==> src/rtl/div_unit_pkg.sv <==
// Shared constants and state encoding for the iterative divider.
// Signed operation is enabled by defining DIV_UNIT_SIGNED_EN.
package div_unit_pkg;

  localparam logic [5:0] ALUCTRL_DIV = 6'h34;
  localparam int         DEF_WIDTH   = 32;

  typedef enum logic [1:0] {
    S_IDLE,
    S_CALC,
    S_FIX,
    S_DONE
  } state_t;

endpackage

==> src/rtl/div_unit_step.sv <==
// One restoring shift-subtract step of the divider.
// Purely combinational; instantiated once by div_unit.
module div_step #(
  parameter int WIDTH = 32
) (
  input  logic [WIDTH-1:0] i_rem,
  input  logic             i_bit,
  input  logic [WIDTH-1:0] i_div,
  output logic [WIDTH-1:0] o_rem,
  output logic             o_q
);

  logic [WIDTH:0] w_trial;
  logic [WIDTH:0] w_diff;

  assign w_trial = {i_rem, i_bit};
  assign w_diff  = w_trial - {1'b0, i_div};

  // Partial remainder stays below the divisor, so the top bit of the
  // difference is a clean borrow flag.
  assign o_q   = ~w_diff[WIDTH];
  assign o_rem = o_q ? w_diff[WIDTH-1:0] : w_trial[WIDTH-1:0];

endmodule

==> src/rtl/div_unit.sv <==
// Multi-cycle restoring divider with fixed latency and held results.
// Define DIV_UNIT_SIGNED_EN for two's-complement operation.
module div_unit
  import div_unit_pkg::*;
#(
  parameter int WIDTH = DEF_WIDTH
) (
  input  logic             clk,
  input  logic             rst,
  input  logic [5:0]       alu_ctrl,
  input  logic             start,
  input  logic             flush,
  input  logic [WIDTH-1:0] op_a,
  input  logic [WIDTH-1:0] op_b,
  output logic             busy,
  output logic             done,
  output logic             div_zero,
  output logic [WIDTH-1:0] quot,
  output logic [WIDTH-1:0] rem
);

  localparam logic [5:0] CNT_MAX = 6'(WIDTH);

  state_t r_state;
  state_t w_next;

  logic [5:0]       r_cnt;
  logic [WIDTH-1:0] r_div;
  logic [WIDTH-1:0] r_quo_w;
  logic [WIDTH-1:0] r_rem_w;
  logic             r_neg_q;
  logic             r_neg_r;
  logic [WIDTH-1:0] r_quot;
  logic [WIDTH-1:0] r_rem;
  logic             r_div_zero;

  logic             w_accept;
  logic             w_zero;
  logic             w_sa;
  logic             w_sb;
  logic [WIDTH-1:0] w_mag_a;
  logic [WIDTH-1:0] w_mag_b;
  logic [WIDTH-1:0] w_rem_nxt;
  logic             w_q_bit;
  logic [WIDTH-1:0] w_fix_q;
  logic [WIDTH-1:0] w_fix_r;

  assign w_accept = start && !flush
                 && (alu_ctrl == ALUCTRL_DIV)
                 && (r_state == S_IDLE || r_state == S_DONE);
  assign w_zero   = (op_b == '0);

`ifdef DIV_UNIT_SIGNED_EN
  assign w_sa = op_a[WIDTH-1];
  assign w_sb = op_b[WIDTH-1];
`else
  assign w_sa = 1'b0;
  assign w_sb = 1'b0;
`endif

  assign w_mag_a = w_sa ? -op_a : op_a;
  assign w_mag_b = w_sb ? -op_b : op_b;
  assign w_fix_q = r_neg_q ? -r_quo_w : r_quo_w;
  assign w_fix_r = r_neg_r ? -r_rem_w : r_rem_w;

  div_step #(
    .WIDTH (WIDTH)
  ) u_step (
    .i_rem (r_rem_w),
    .i_bit (r_quo_w[WIDTH-1]),
    .i_div (r_div),
    .o_rem (w_rem_nxt),
    .o_q   (w_q_bit)
  );

  always_ff @(posedge clk) begin
    if (rst) r_state <= S_IDLE;
    else     r_state <= w_next;
  end

  always_comb begin
    w_next = r_state;
    if (flush) begin
      w_next = S_IDLE;
    end else begin
      unique case (r_state)
        S_IDLE, S_DONE: begin
          if (w_accept) w_next = w_zero ? S_DONE : S_CALC;
          else          w_next = S_IDLE;
        end
        S_CALC: begin
          if (r_cnt == CNT_MAX) w_next = S_FIX;
        end
        S_FIX:   w_next = S_DONE;
        default: w_next = S_IDLE;
      endcase
    end
  end

  always_ff @(posedge clk) begin
    if (rst) begin
      r_cnt      <= '0;
      r_div      <= '0;
      r_quo_w    <= '0;
      r_rem_w    <= '0;
      r_neg_q    <= 1'b0;
      r_neg_r    <= 1'b0;
      r_quot     <= '0;
      r_rem      <= '0;
      r_div_zero <= 1'b0;
    end else if (w_accept) begin
      r_cnt   <= '0;
      r_div   <= w_mag_b;
      r_quo_w <= w_mag_a;
      r_rem_w <= '0;
      r_neg_q <= w_sa ^ w_sb;
      r_neg_r <= w_sa;
      // Zero divisor completes immediately with raw dividend as remainder.
      if (w_zero) begin
        r_quot     <= '1;
        r_rem      <= op_a;
        r_div_zero <= 1'b1;
      end
    end else if (!flush && r_state == S_CALC) begin
      if (r_cnt != CNT_MAX) begin
        r_rem_w <= w_rem_nxt;
        r_quo_w <= {r_quo_w[WIDTH-2:0], w_q_bit};
        r_cnt   <= r_cnt + 6'd1;
      end
    end else if (!flush && r_state == S_FIX) begin
      r_quot     <= w_fix_q;
      r_rem      <= w_fix_r;
      r_div_zero <= 1'b0;
    end
  end

  assign busy     = (r_state == S_CALC) || (r_state == S_FIX);
  assign done     = (r_state == S_DONE);
  assign div_zero = r_div_zero;
  assign quot     = r_quot;
  assign rem      = r_rem;

endmodule

==> config.mk <==
export PLATFORM = sky130hd
export DESIGN_NAME = div_unit
export DESIGN_NICKNAME = d
export VERILOG_FILES = /design/src/rtl/div_unit_pkg.sv /design/src/rtl/div_unit_step.sv /design/src/rtl/div_unit.sv
export SDC_FILE = /design/constraint.sdc
export NUM_CORES = 1
export LEC_CHECK = 0
export CAP_MARGIN = 25
export CORE_MARGIN = 3
export CORE_UTILIZATION = 35
export DETAILED_ROUTE_END_ITERATION = 7
export GPL_TIMING_DRIVEN = 0
export PLACE_DENSITY = 0.69
export SYNTH_ARGS = -nofsm -noshare
export SYNTH_HDL_FRONTEND = slang
export SYNTH_SLANG_ARGS = --single-unit
==> constraint.sdc <==
create_clock -name clk -period 2.5 [get_ports clk]
set_input_delay 0.5 -clock clk [delete_from_list [all_inputs] [get_ports clk]]
set_output_delay 0.5 -clock clk [all_outputs]
set_load 0.005 [all_outputs]
Yosys cells after proc, flatten, opt, wreduce, memory -nomap -nowiden. Index checks and enable logic that the tools add are counted.

Reduce and logical (&&, ||, !) cells: 19. Bitwise operators: 1. Equal/unequal tests: 9. Mux-type cells: 20. $add $sub $neg: 2.

Operator list (number): $mux W32 (12); $sub A33 B32 Y33 (1); $logic_not A32 Y1 (1); $eq A6 B6 Y1 const B (2); $add A6 B1 Y6 const B (1); $mux W2 (3); $ne A6 B6 Y1 const B (1); $pmux W2 S3 (1); $reduce_bool A2 Y1 (3); $reduce_or A2 Y1 (3); $logic_and A1 B1 Y1 (5); $eq A2 B2 Y1 const B (2); $mux W1 (4); $ne A2 B2 Y1 const B (2); $reduce_and A2 Y1 (2); $reduce_and A3 Y1 (1); $eq A2 B1 Y1 const B (1); $logic_not A2 Y1 (1); $logic_or A1 B1 Y1 (2); $ne A2 B1 Y1 const B (1); $logic_not A1 Y1 (1); $not A1 Y1 (1).

Word-level logic and storage cells: 59. Bits of input ports: 74. Register bits: 169. Output and inout bits: 67.

Logic depth before layout (Yosys ltp). Gate-level depths: netlist (run 1).

Depth in word-level cells: 6. Gate-level depth with buffers: 13. Gate-level depth less buffers: 12.

Modules after synthesis. Synthesis (run 1) repeated with hierarchy kept, for this count alone.

Cell total of the unflattened synthesis: 1187. Area total of the unflattened synthesis: 9729.3 um^2.

By module, submodules not included: div_unit (times used 1, area an instance 7370.8 um^2, cells each 882); div_step (times used 1, area an instance 2358.5 um^2, cells each 305).

Worst setup path before layout (run 1). No wires, ideal clock.

Kind: register -> register. Start: register r_div[27]. End: register r_rem_w[16]. Library setup time: 0.132 ns. Period minus slack after synthesis: 2.670 ns. Buffers on the path: 2. Stages on the path, launching flop included: 13. Data arrival time: 2.538 ns. Slack: -0.170 ns. Required time: 2.368 ns. Path through: dfxtp_1 > inv_1 > ha_1 > buf_4 > a2111oi_4 > o21ai_1 > a211o_1 > o31ai_2 > xor2_2 > buf_6 > or2_2 > o211ai_1 > a21oi_1.

Longest elaborated chain between the ends: 2.

RTL lines: start: declaration (RTL line div_unit.sv:28) `logic [WIDTH-1:0] r_div;`; start signal: assignment (RTL line div_unit.sv:113) `r_div <= w_mag_b;`; $sub A33 B32 Y33 (RTL line div_unit_step.sv:17) `assign w_diff = w_trial - {1'b0, i_div};`; $mux W32 (RTL line div_unit_step.sv:22) `assign o_rem = o_q ? w_diff[WIDTH-1:0] : w_trial[WIDTH-1:0];`; end signal: assignment (RTL line div_unit.sv:126) `r_rem_w <= w_rem_nxt;`; end: declaration (RTL line div_unit.sv:30) `logic [WIDTH-1:0] r_rem_w;`.

Every way passes these cells. A chain may end at the register's enable or synchronous reset.

Worst setup path after layout (run 1).
Start: register r_quo_w[31]. End: register r_rem_w[12].

Longest elaborated chain between the ends: 2.

RTL lines: start: declaration (RTL line div_unit.sv:29) `logic [WIDTH-1:0] r_quo_w;`; start signal: assignment (RTL line div_unit.sv:114) `r_quo_w <= w_mag_a;`; start signal: assignment (RTL line div_unit.sv:127) `r_quo_w <= {r_quo_w[WIDTH-2:0], w_q_bit};`; $sub A33 B32 Y33 (RTL line div_unit_step.sv:17); $mux W32 (RTL line div_unit_step.sv:22).

Every way passes these cells.

==> results of run 1 <==
## cell type report
| class | count | area share [%] |
|---|---|---|
| clock buffers | 17 | 3.48 |
| flip-flops and latches | 169 | 27.9 |
| plain buffers | 77 | 3.80 |
| clock inverters | 15 | 1.62 |
| repair buffers | 165 | 14.2 |
| multi-input cells | 860 | 44.3 |
| well taps | 324 | 3.31 |
| inverters | 46 | 1.45 |
## worst max-delay path, stage by stage, from the launching register on
cell and delay, ps:
sky130_fd_sc_hd__dfxtp_2 340, sky130_fd_sc_hd__inv_2 50, sky130_fd_sc_hd__ha_4 170, sky130_fd_sc_hd__fa_2 370
sky130_fd_sc_hd__nor2b_4 150, sky130_fd_sc_hd__o31ai_4 90, sky130_fd_sc_hd__a31o_4 250, sky130_fd_sc_hd__a21oi_4 210
sky130_fd_sc_hd__o31ai_4 110, sky130_fd_sc_hd__xor2_2 160, sky130_fd_sc_hd__buf_6 160, sky130_fd_sc_hd__buf_12 150
sky130_fd_sc_hd__buf_12 140, sky130_fd_sc_hd__a211oi_4 240, sky130_fd_sc_hd__nor3_2 70
## through the flow
stage | area [um2] | util (%) | hold WS [ps] | total power, uW
after global placement | 10600 | 43.6 | 442 | 3140
after detailed placement | 10600 | 43.6 | 448 | 3140
final | 12200 | 50.1 | 346 | 5880
after global routing | 12200 | 50.1 | 355 | 6030
after CTS | 11700 | 47.9 | 457 | 5850
after floorplan | 8850 | - | 435 | 2930
## flip-flops by register name, summed over array words and instances (netlist names)
register and cells:
r_rem_w 32, r_state 2, div_zero 1, rem 32, r_cnt 6, r_quo_w 32
r_div 32, quot 32
## repair_timing
action	in CTS	in global routing
gates cloned	2	4
setup buffers	14	6
setup endpoints to repair	154	156
gates resized for setup	91	136
pin swaps	23	50
## synth_stat cells, types with 5 or more instances
| cell | n |
|---|---|
| sky130_fd_sc_hd__nand2_1 | 248 |
| sky130_fd_sc_hd__dfxtp_1 | 169 |
| sky130_fd_sc_hd__nor2_1 | 144 |
| sky130_fd_sc_hd__a21oi_1 | 93 |
| sky130_fd_sc_hd__nor3_1 | 76 |
| sky130_fd_sc_hd__a311oi_1 | 66 |
| sky130_fd_sc_hd__clkbuf_1 | 62 |
| sky130_fd_sc_hd__inv_1 | 46 |
| sky130_fd_sc_hd__ha_1 | 37 |
| sky130_fd_sc_hd__o21ai_0 | 32 |
| sky130_fd_sc_hd__xnor2_1 | 20 |
| sky130_fd_sc_hd__a21o_1 | 19 |
| sky130_fd_sc_hd__a211oi_1 | 10 |
| sky130_fd_sc_hd__nand3_1 | 9 |
| sky130_fd_sc_hd__xor2_1 | 9 |
| sky130_fd_sc_hd__a31oi_1 | 8 |
| sky130_fd_sc_hd__buf_2 | 8 |
| sky130_fd_sc_hd__nand2b_1 | 8 |
| sky130_fd_sc_hd__nor4_1 | 8 |
| sky130_fd_sc_hd__nand4_1 | 7 |
| sky130_fd_sc_hd__buf_1 | 6 |
| sky130_fd_sc_hd__buf_4 | 5 |
| sky130_fd_sc_hd__mux2i_1 | 5 |
## report_power, final
group	switching [uW]	total, uW	internal (uW)
registers	4.22	2700	2690
logic	242	464	223
clock network	1360	2720	1370
total	1600	5880	4280
## path summary, 6_finish.rpt
kind	endpoint	startpoint	cells past startpoint	slack, ps
setup / recovery	r_rem_w[12]$_SDFFE_PP0P_	r_quo_w[31]$_SDFFE_PP0P_	14	-290
hold / removal	r_div[30]$_SDFFE_PP0P_	op_b[30]	3	350
setup reg to reg	r_rem_w[12]$_SDFFE_PP0P_	r_quo_w[31]$_SDFFE_PP0P_	14	-290
hold reg to reg	r_div[15]$_SDFFE_PP0P_	r_div[15]$_SDFFE_PP0P_	2	450
## cells in the final DEF (no fill, tap or decap), drive strengths merged, types with 5 or more instances in the layout
cell type      Yosys  layout
nand2            248     248
dfxtp            169     169
nor2             144     144
clkdlybuf4s50      0     112
a21oi             93      93
nor3              76      76
clkbuf            62      76
a311oi            66      66
inv               46      50
buf               22      45
ha                37      37
o21ai             33      33
dlymetal6s2s       0      22
xnor2             20      20
a21o              19      19
a211oi            11      11
xor2              10      10
clkinv             0      10
nand3              9       9
a31oi              8       8
nand2b             8       8
nor4               8       8
nand4              7       7
mux2i              5       5
## cell families (layout without fill, tap and decap cells)
group           count (synthesis)  in the layout  synth area share [%]
compound gates                265            265                  20.7
xor+xnor                       30             30                  3.09
fa+ha+maj                      38             38                  5.53
buf+inv                       130            320                  6.17
flops                         169            169                  38.7
mux                             5              5                 0.573
simple gates                  522            522                  25.2
## metal layers
layer	share of wire (%)	vias to the layer above	global-route usage, %	routed length (um)
li1	-	4402	-	-
met1	43	4296	30.7	13700
met2	45	429	36.0	14300
met3	8.0	77	4.01	2540
met4	3.8	0	9.73	1200
met5	0	-	0	0
==> flow_summary_export.csv, run 1 <==
group,metric,value,unit
pwr,power_density,481,nW/um2
yosys,synth_top_flop_cell,"sky130_fd_sc_hd__dfxtp_1",
clocking,clkSinkCount,169,
layout,sequential_cell_area,3410,um2
yosys,synth_enable_flop_cells,0,
detailed_routing,routedWlPerCell,19.0,um
detailed_routing,vias_per_cell,5.50,
global_routing,grt_start_max_net_pins,21,
clocking,cts.root.buffer_cell,"sky130_fd_sc_hd__clkbuf_16",
detailed_routing,route.vias.total,9204,
detailed_routing,detail_route.drc_violations,0,
yosys,post_synth.cell_area_avg,7.54,um2
timing,grt_setup_unrepaired,"true",
timing,worst_pin_slew,837,ps
floorplanning,fp-row-count,57,
global_routing,grt_pass1_vias,8588,
yosys,post-synth-top-area-fraction,38.7,%
timing,achievable-frequency,359,MHz
outcome,status,"finished, violations left",
placed_design,post-place-cells,1622,
setup_path,required,2800,ps
yosys,synth_nets,1271,
yosys,yosysTopAreaCell,"sky130_fd_sc_hd__dfxtp_1",
detailed_routing,detail-route-antenna-nets,0,
yosys,synth_area,8730,um2
yosys,synth_async_sr_flop_share,0,%
yosys,synth.lib_cells_used.distinct,59,
placed_design,gpl.final_weighted_congestion,0.937,
setup_path,worst_ep_arrival_time,3090,ps
clocking,numCtsBuffers,17,
clocking,clk_transition_reported_paths,80,ps
clocking,cts-htree-levels,4,
setup_path,critPathLaunchType,"flip-flop",
timing,clock_skew,14.7,ps
layout,area_of_the_multi_input_gates,5410,um2
yosys,syn-instance-count,1159,
global_routing,combined_global_route_utilization_of_all_metal_layers,22.8,%
layout,antenna_cells,0,
layout,layout-drive-gt1-share,16.1,%
timing,final-hold-violation-count,0,
floorplanning,num_io_pins,141,
floorplanning,core_area,24400,um2
floorplanning,start_util,35.8,%
clocking,cts_tree,"built",
layout,areaGrowthSynthToFinish,40.0,%
yosys,ys.warnings.count,0,
yosys,synth.top_cells.by_area,"sky130_fd_sc_hd__dfxtp_1 (39%), sky130_fd_sc_hd__nand2_1 (11%), sky130_fd_sc_hd__a311oi_1 (6.6%), sky130_fd_sc_hd__nor2_1 (6.2%), sky130_fd_sc_hd__a21oi_1 (5.3%)",
timing,slew_headroom,44.2,%
run,max_cap_violations,0,
setup_path,ws_path_type,"flip-flop to flip-flop",
hold_path,hold_path_class,"input port to flip-flop",
yosys,postSynthRegisterBits,169,
timing,fin_crit_sh,112,%
detailed_routing,wire_length_after_detailed_routing,31800,um
setup_path,crit_fanout,7,
outcome,failing_checks,"setup timing",
floorplanning,die-area,26900,um2
global_routing,grt_pass1_wl,47700,um
layout,num-nets-final,1448,
clocking,worstSkewPairLatency,450,ps
timing,setup_viol,33,
global_routing,antenna_found_initial,0,
yosys,synth_seq_area_share,38.7,%
global_routing,grt.overflow.total,0,
setup_path,endpoint_kind,"flip-flop",
placed_design,place_worst_setup_slack,-1370,ps
clocking,clock_tree.buffer_depth,2,
timing,worst_slack,-289,ps
floorplanning,floorplan.die.height,164,um
clocking,cts.hold.buffers_added,0,
floorplanning,die_w,164,um
timing,period_minus_slack,2790,ps
timing,slew_violations,0,
placed_design,numPortBuffers,139,
detailed_routing,detailed_route_iter0_violations,795,
detailed_routing,drt_pass1_iterations,5,
pwr,p_leak,0.00457,uW
timing,setup_total_negative_slack,-5640,ps
placed_design,detailed_place_hpwl,23600,um
layout,post_layout_nonfiller_instances,1673,
pwr,vdd_drop_max,0.000482,V
layout,nFillCells,2342,
Note: power is estimated with default switching activity, not from simulation.
==> run 2, diff against run 1 <==
--- a/config.mk
+++ b/config.mk
@@ -9,7 +9,6 @@
 export CORE_MARGIN = 3
 export CORE_UTILIZATION = 35
 export DETAILED_ROUTE_END_ITERATION = 7
-export GPL_TIMING_DRIVEN = 0
 export PLACE_DENSITY = 0.69
 export SYNTH_ARGS = -nofsm -noshare
 export SYNTH_HDL_FRONTEND = slang
==> flow_summary_export.csv, run 2 (same netlist as run 1, synthesis figures left out) <==
group,metric,value,unit
layout,final_cell_area,13200,um2
timing,slew_violations,0,
setup_path,crit_fanout,6,
timing,grt_setup_unrepaired,"true",
floorplanning,die_w,164,um
layout,layout-drive-gt1-share,22.5,%
setup_path,worstPathBufferInverterCount,3,
timing,setup_viol,33,
clocking,clkSinkCount,169,
hold_path,hold_path_class,"input port to flip-flop",
placed_design,place_area,11700,um2
detailed_routing,routedWlPerCell,17.2,um
clocking,cts-htree-levels,4,
pwr,vdd_drop_max,0.000474,V
floorplanning,fp-row-count,57,
pwr,p_leak,0.00521,uW
floorplanning,core_area,24400,um2
layout,layout.cells.most_common_list,"sky130_fd_sc_hd__nand2_1 (245), sky130_fd_sc_hd__buf_4 (158), sky130_fd_sc_hd__dfxtp_1 (157)",
timing,achievable-frequency,354,MHz
global_routing,antenna_found_initial,0,
placed_design,numPortBuffers,140,
clocking,clk_transition_reported_paths,80,ps
timing,worst_slack,-323,ps
floorplanning,num_io_pins,141,
setup_path,slowest_delay,390,ps
clocking,worstSkewPairLatency,450,ps
detailed_routing,wire_length_after_detailed_routing,30400,um
layout,areaGrowthSynthToFinish,51.6,%
setup_path,cpLargestDelayFamily,"compound AO/OA/AOI/OAI gates",
global_routing,grt_pass1_vias,8782,
placed_design,gpl.final_weighted_congestion,0.898,
run,max_cap_violations,0,
timing,setup_total_negative_slack,-7640,ps
pwr,power_density,454,nW/um2
detailed_routing,route.vias.total,9522,
timing,slew_headroom,63.8,%
setup_path,critical_path.cell_chain,"inv_2, ha_4, fa_2, nor2b_4, o31ai_4, a31o_4, a21oi_4, o31ai_4, xor2_4, buf_12, buf_12, or2_4, o211ai_1, a21oi_1",
layout,num-nets-final,1536,
setup_path,cp-startpoint,"r_quo_w[31]$_SDFFE_PP0P_",
timing,fin_hold_ws,362,ps
setup_path,required,2820,ps
clocking,cts.root.buffer_cell,"sky130_fd_sc_hd__clkbuf_16",
global_routing,combined_global_route_utilization_of_all_metal_layers,21.8,%
layout,antenna_cells,0,
detailed_routing,detail-route-antenna-nets,0,
timing,final-hold-violation-count,0,
placed_design,post-place-cells,1707,
setup_path,reg2reg_depth,14,
detailed_routing,vias_per_cell,5.41,
global_routing,grt_start_max_net_pins,110,
outcome,failing_checks,"setup timing",
setup_path,rrSetupSlack,-320,ps
layout,final_util,54.3,%
layout,layout.cells.most_common,"sky130_fd_sc_hd__nand2_1",
detailed_routing,drt_pass1_iterations,5,
timing,period_minus_slack,2820,ps
clocking,clock_tree.buffer_depth,2,
timing,fin_crit_sh,113,%
clocking,cts_tree,"built",
floorplanning,floorplan.die.height,164,um
timing,worst_pin_slew,542,ps
timing,clock_skew,14.7,ps
detailed_routing,detailed_route_iter0_violations,902,
setup_path,cp-endpoint,"r_rem_w[16]$_SDFFE_PP0P_",
clocking,cts.hold.buffers_added,0,
setup_path,endpoint_kind,"flip-flop",
setup_path,critical-path-slowest-cell,"sky130_fd_sc_hd__fa_2",
floorplanning,start_util,35.8,%
global_routing,grt.overflow.total,0,
clocking,numCtsBuffers,17,
setup_path,critical_path_depth,14,
floorplanning,die-area,26900,um2
setup_path,ws_path_type,"flip-flop to flip-flop",
setup_path,worst_ep_arrival_time,3140,ps
outcome,status,"finished, violations left",
global_routing,grt_pass1_wl,46300,um
setup_path,critPathLaunchType,"flip-flop",
placed_design,detailed_place_hpwl,21300,um
detailed_routing,detail_route.drc_violations,0,
setup_path,worst_r2r_startpoint,"r_quo_w[31]$_SDFFE_PP0P_",
setup_path,r2r_end,"r_rem_w[16]$_SDFFE_PP0P_",
layout,post_layout_nonfiller_instances,1761,
## run 2: cell count changes in the layout (fill, tap and decap cells not counted), moves of 9 or more
| cell | delta |
|---|---|
| sky130_fd_sc_hd__a21oi_1 | +11 |
| sky130_fd_sc_hd__buf_12 | +10 |
| sky130_fd_sc_hd__buf_4 | +142 |
| sky130_fd_sc_hd__clkbuf_1 | -35 |
| sky130_fd_sc_hd__clkbuf_2 | -15 |
| sky130_fd_sc_hd__nor2_1 | -9 |
## run 2: worst min-delay path, cell delays in order
cell,delay [ps]
sky130_fd_sc_hd__dlymetal6s2s_1,140
sky130_fd_sc_hd__nand2_1,70
sky130_fd_sc_hd__a21oi_1,50
## run 2: worst min-delay path by stage
stage	startpoint	to	slack, ps	cells after the start
6_report	op_b[23]	r_div[23]$_SDFFE_PP0P_	360	3
5_1_grt	op_b[23]	r_div[23]$_SDFFE_PP0P_	370	3
4_1_cts	r_div[18]$_SDFFE_PP0P_	r_div[18]$_SDFFE_PP0P_	450	2
3_5_place_dp	r_div[27]$_SDFFE_PP0P_	r_div[27]$_SDFFE_PP0P_	450	2
3_3_place_gp	r_div[2]$_SDFFE_PP0P_	r_div[2]$_SDFFE_PP0P_	440	2
2_1_floorplan	r_div[27]$_SDFFE_PP0P_	r_div[27]$_SDFFE_PP0P_	430	2
## run 2: report_power, final
part | switching [uW] | total (uW) | internal (uW)
clock | 1410 | 2810 | 1400
combinational | 245 | 511 | 266
sequential | 3.56 | 2700 | 2690
## run 2: final cells by class
cell class              count  area [um2]
multi-input cells         860        5310
fillers                  2219       11100
clock buffers              17         425
inverters                  46         175
clock inverters            15         229
well taps                 324         405
repair buffers            330        3300
flip-flops and latches    169        3400
## run 2: what timing repair did
| action | in CTS | in global routing |
|---|---|---|
| hold endpoints to repair | 0 | 0 |
| gates cloned | 8 | 5 |
| endpoints found under the setup margin | 94 | 111 |
| gates resized for setup | 69 | 80 |
| setup buffers | 6 | 5 |
| pin swaps | 36 | 55 |
## run 2: routing by layer
metal,wire length [um],track usage (%),vias up
met4,726,6.65,0
met1,13500,30.5,4464
met5,0,0,-
met2,13600,34.0,436
met3,2520,4.29,53
li1,-,-,4569
## run 2: stage by stage
step | total power [uW] | worst slack [ps]
6_report | 6020 | -323
5_1_grt | 6170 | -415
4_1_cts | 6000 | -290
3_5_place_dp | 3180 | -584
3_3_place_gp | 3180 | -504
2_1_floorplan | 2930 | -23.4
